[config.mk]
export PLATFORM = sky130hd
export DESIGN_NAME = imem_arbiter
export DESIGN_NICKNAME = d
export VERILOG_FILES = /design/src/rtl/imem_arbiter.sv
export SDC_FILE = /design/constraint.sdc
export NUM_CORES = 1
export LEC_CHECK = 0
export BUFFER_PORTS_ARGS = -buffer_cell sky130_fd_sc_hd__buf_2
export CORE_ASPECT_RATIO = 0.7
export CORE_MARGIN = 8
export CORE_UTILIZATION = 48
export CTS_CLUSTER_SIZE = 25
export DETAILED_ROUTE_END_ITERATION = 16
export PLACE_DENSITY = 0.92
export SYNTH_ARGS = -nofsm -noshare
export SYNTH_HDL_FRONTEND = slang
export SYNTH_SLANG_ARGS = --single-unit
[constraint.sdc]
create_clock -name clk -period 3 [get_ports clk]
set_clock_uncertainty 0.2 [all_clocks]
set_input_delay 0.45 -clock clk [delete_from_list [all_inputs] [get_ports clk]]
set_output_delay 0.45 -clock clk [all_outputs]
set_load 0.01 [all_outputs]
[src/rtl/imem_arbiter.sv]
// imem_arbiter: two-port (fetch/debug) arbiter for a combinational-read instruction memory, optional debug anti-starvation via IMEM_ARB_STARVE_EN
module imem_arbiter #(
  parameter int AW         = 32,
  parameter int DW         = 32,
  parameter int STARVE_MAX = 4
) (
  input  logic          clk,
  input  logic          rst_n,
  input  logic          f_valid,
  input  logic [AW-1:0] f_addr,
  output logic          f_ready,
  output logic          f_rsp_valid,
  output logic [DW-1:0] f_rsp_data,
  input  logic          d_valid,
  input  logic [AW-1:0] d_addr,
  output logic          d_ready,
  output logic          d_rsp_valid,
  output logic [DW-1:0] d_rsp_data,
  output logic          rsp_err,
  output logic [AW-1:0] imem_a,
  input  logic [DW-1:0] imem_rd
);
  localparam logic [1:0] IDLE  = 2'd0;
  localparam logic [1:0] RSP_F = 2'd1;
  localparam logic [1:0] RSP_D = 2'd2;

  logic [1:0]    state_q, state_d;
  logic [AW-1:0] a_q, a_d;
  logic [DW-1:0] f_data_q, f_data_d, d_data_q, d_data_d;
  logic          err_q, err_d;
  logic          d_force, f_acc, d_acc, mis;

`ifdef IMEM_ARB_STARVE_EN
  logic [2:0] cnt_q, cnt_d;
  // count consecutive debug losses to fetch, saturating at the forcing threshold
  always_comb
    cnt_d = (!d_valid || d_acc) ? 3'd0 :
            (f_acc && cnt_q != 3'(STARVE_MAX)) ? cnt_q + 3'd1 : cnt_q;
  // starvation counter register
  always_ff @(posedge clk or negedge rst_n)
    if (!rst_n) cnt_q <= 3'd0;
    else        cnt_q <= cnt_d;
  assign d_force = d_valid && cnt_q == 3'(STARVE_MAX);
`else
  // strict fetch priority: debug is never forced through
  assign d_force = 1'b0 & (STARVE_MAX != 0);
`endif

  assign f_ready     = rst_n & f_valid & ~d_force;
  assign d_ready     = rst_n & d_valid & (~f_valid | d_force);
  assign f_acc       = f_valid & f_ready;
  assign d_acc       = d_valid & d_ready;
  assign imem_a      = a_d;
  assign f_rsp_valid = state_q == RSP_F;
  assign d_rsp_valid = state_q == RSP_D;
  assign f_rsp_data  = f_data_q;
  assign d_rsp_data  = d_data_q;
  assign rsp_err     = err_q;

  // route the accepted request to memory and capture its word into the owner's response register
  always_comb begin
    mis      = f_acc ? f_addr[1:0] != 2'd0 : d_addr[1:0] != 2'd0;
    state_d  = f_acc ? RSP_F : d_acc ? RSP_D : IDLE;
    a_d      = f_acc ? f_addr : d_acc ? d_addr : a_q;
    err_d    = (f_acc | d_acc) & mis;
    f_data_d = f_acc ? (mis ? '0 : imem_rd) : f_data_q;
    d_data_d = d_acc ? (mis ? '0 : imem_rd) : d_data_q;
  end

  // response state and held address/data registers
  always_ff @(posedge clk or negedge rst_n)
    if (!rst_n) begin
      state_q  <= IDLE;
      a_q      <= '0;
      f_data_q <= '0;
      d_data_q <= '0;
      err_q    <= 1'b0;
    end else begin
      state_q  <= state_d;
      a_q      <= a_d;
      f_data_q <= f_data_d;
      d_data_q <= d_data_d;
      err_q    <= err_d;
    end
endmodule

==> impl_metrics.env <==
export IMPL_cp_top_family="buffers and inverters"
export IMPL_relSlewSlack_pct=45.1
export IMPL_whs_ns=0.150
export IMPL_synth_cell_types=20
export IMPL_drive_above_1_share_pct=40.6
export IMPL_syn_area_mm2=0.00392
export IMPL_crit_type="in -> out"
export IMPL_fin_area_mm2=0.00530
export IMPL_p_sw_uw=832
export IMPL_synthCells=369
export IMPL_gp_congestion=0.777
export IMPL_clockBufferDepth=2
export IMPL_clk_latency_ns=0.33
export IMPL_nets=662
export IMPL_die_h_um=91.6
export IMPL_vias=3541
export IMPL_antenna_diode_count=0
export IMPL_die_area_mm2=0.0114
export IMPL_synth_seq_cells=99
export IMPL_cp_num_buf_inv=4
export IMPL_ant_nets=0
export IMPL_tritoncts="yes"
export IMPL_synth_nets=469
export IMPL_rrSetupSlack_ns=2.07
export IMPL_hp_class="in -> reg"
export IMPL_grt_max_degree=68
export IMPL_tightest_slew_ns=0.823
export IMPL_cts_root_buf="clkbuf_16"
export IMPL_rows=27
export IMPL_hpwl_um=8950
export IMPL_grt_antenna_before_repair=0
export IMPL_grt_total_usage_pct=20.6
export IMPL_rsz0062_at_grt="no"
export IMPL_wirelength_um=11800
export IMPL_tns_ns=0
export IMPL_ys_warn_count=0
export IMPL_fin_crit_ns=2.85
export IMPL_grt_pass1_wl_um=18500
export IMPL_synth_seq_area_share_pct=63.2
export IMPL_cpPeakStageDelay_ns=0.55
export IMPL_crit_arrival_ns=2.20
export IMPL_r2r_start="f_rsp_data[6]"
export IMPL_start_kind="input port"
export IMPL_setup_viol=0
export IMPL_p_leak_uw=0.00278
export IMPL_path_common_cell="buf_6"
export IMPL_p_comb_share_pct=16.6
export IMPL_cp_num_cells=7
export IMPL_fin_crit_sh_pct=94.9
export IMPL_hold_viol=0
export IMPL_pwr_share_clk_pct=37.0
export IMPL_ir_drop_uv=515
export IMPL_syn_area_per_cell_um2=10.6
export IMPL_path_max_fanout=30
export IMPL_min_path_cells=2
export IMPL_gr_total_overflow=0
export IMPL_power_density_mw_per_mm2=615
export IMPL_r2r_end="f_rsp_data[6]"
export IMPL_fillers=614
export IMPL_switching_share_pct=25.5
export IMPL_cp_data_required_time_ns=2.35
export IMPL_synth_area_leaders="dfrtp_1, a22o_1, nand2_1"
export IMPL_path_clk_slew_ns=0.06
export IMPL_grt_pass1_vias=3663
export IMPL_synth_top_area_share_pct=63.2
export IMPL_crit_slowest_cell="dlygate4sd3_1"
export IMPL_status="finished clean"
export IMPL_yosysTopAreaCell="dfrtp_1"
export IMPL_drc=0
export IMPL_wl_per_cell_um=17.7
export IMPL_dieWidth_um=124
export IMPL_drt_initial_drc_count=258
export IMPL_io_pin_count=201
export IMPL_fin_cells=667
export IMPL_reg2reg_depth=1
export IMPL_power_share_sequential_pct=46.4
export IMPL_cts_buffers=9
export IMPL_slew_viol_final=0
export IMPL_vias_per_cell=5.31
export IMPL_dpl_cell_area_mm2=0.00497
export IMPL_max_freq_mhz=351
export IMPL_finalPower_uw=3260
export IMPL_p_int_uw=2430
export IMPL_dp_cells=651
export IMPL_coreArea_mm2=0.00791
export IMPL_cts_sinks=99
export IMPL_syn_to_final_growth_pct=35.4
export IMPL_first_pass_iters=4
export IMPL_htreeDepth=3
export IMPL_start_util_pct=49.6
export IMPL_cap_violations=0
export IMPL_end_kind="output port"
export IMPL_crit_end="imem_a[2]"
export IMPL_crit_path_cell_trace="dlygate4sd3_1 > buf_6 > o21a_1 > buf_6 > nor2_1 > a21oi_1 > buf_2"
export IMPL_io_buffers=200
export IMPL_crit_start="rst_n"
[power by group through the flow]
| stage | logic [uW] | clock network [uW] | registers (uW) |
|---|---|---|---|
| floorplan | 228 | 0 | 1560 |
| global placement | 527 | 0 | 1530 |
| detailed placement | 545 | 0 | 1540 |
| CTS | 548 | 1240 | 1510 |
| global route | 598 | 1290 | 1530 |
| finish | 541 | 1210 | 1510 |
[per-stage QoR]
step	worst slack [ns]	utilization [%]
5_1_grt	0.0437	67.1
3_3_place_gp	0.628	62.9
3_5_place_dp	0.606	62.9
2_1_floorplan	1.13	-
4_1_cts	0.0560	67.0
6_report	0.153	67.1
[flip-flops by register name, summed over array words and instances, names as in the netlist]
signal      cells
a_q            32
f_rsp_data     32
d_rsp_data     32
rsp_err         1
state_q         2
[kinds of logic after synthesis]
logic type / count (synthesis) / synth area share, %
flops: 99 / 63.2
buf+inv: 35 / 4.95
simple gates: 104 / 10.6
compound gates: 131 / 21.2
[cells in the mapped netlist]
cell type / n
dfrtp_1: 99
nand2_1: 64
nor2_1: 34
a21oi_1: 32
o22ai_1: 32
a22o_1: 31
o21ai_0: 23
buf_2: 11
o21ai_1: 10
clkbuf_1: 9
buf_4: 7
inv_1: 5
buf_6: 3
nor2b_1: 2
o21a_1: 2
a22o_4: 1
nand2_2: 1
nand2b_1: 1
nand3b_1: 1
nor3_4: 1
[cells in the final DEF, fill, tap and decap left out, types with 2 or more instances in the layout]
cell type / n
o21a_1: 2
nand2_1: 64
inv_1: 5
a22o_1: 31
nor2_1: 33
buf_6: 2
bufinv_16: 2
nor2b_1: 2
a21oi_1: 32
o22ai_1: 32
dfrtp_1: 99
o21ai_0: 23
o21ai_1: 10
clkinv_2: 2
buf_2: 199
buf_4: 9
clkbuf_16: 9
[worst min path at each step]
stage	from	to	slack, ns
after CTS	imem_rd[6]	f_rsp_data[6]	0.13
after detailed placement	rst_n	a_q[16]	0.14
final	imem_rd[6]	f_rsp_data[6]	0.15
after global routing	imem_rd[16]	f_rsp_data[16]	0.14
after floorplan	rst_n	a_q[0]	-0.05
after global placement	rst_n	a_q[0]	0.14
[cell type report]
class	instances	area (um2)	area share [%]
clock inverter	5	77.6	1.46
timing repair buffer	212	1120	21.0
multi-input combinational	235	1250	23.5
sequential	99	2480	46.7
inverter	5	18.8	0.354
clock buffer	10	239	4.51
tap	101	126	2.38
[per-layer routing]
metal	global-route usage [%]	vias to the layer above	part of all wire (%)
li1	-	1669	-
met1	25.1	1697	41
met2	34.4	164	49
met3	6.68	11	9.2
met4	5.73	0	1.1
met5	0	-	0
[what timing repair did]
| action | in CTS | in global routing |
|---|---|---|
| hold buffers | 1 | 0 |
| endpoints found under the hold margin | 8 | 0 |
| endpoints found under the setup margin | 0 | 6 |
| resized for setup | 0 | 2 |
| buffers inserted | 0 | 0 |
No activity file was read; power rests on OpenSTA's default activity.
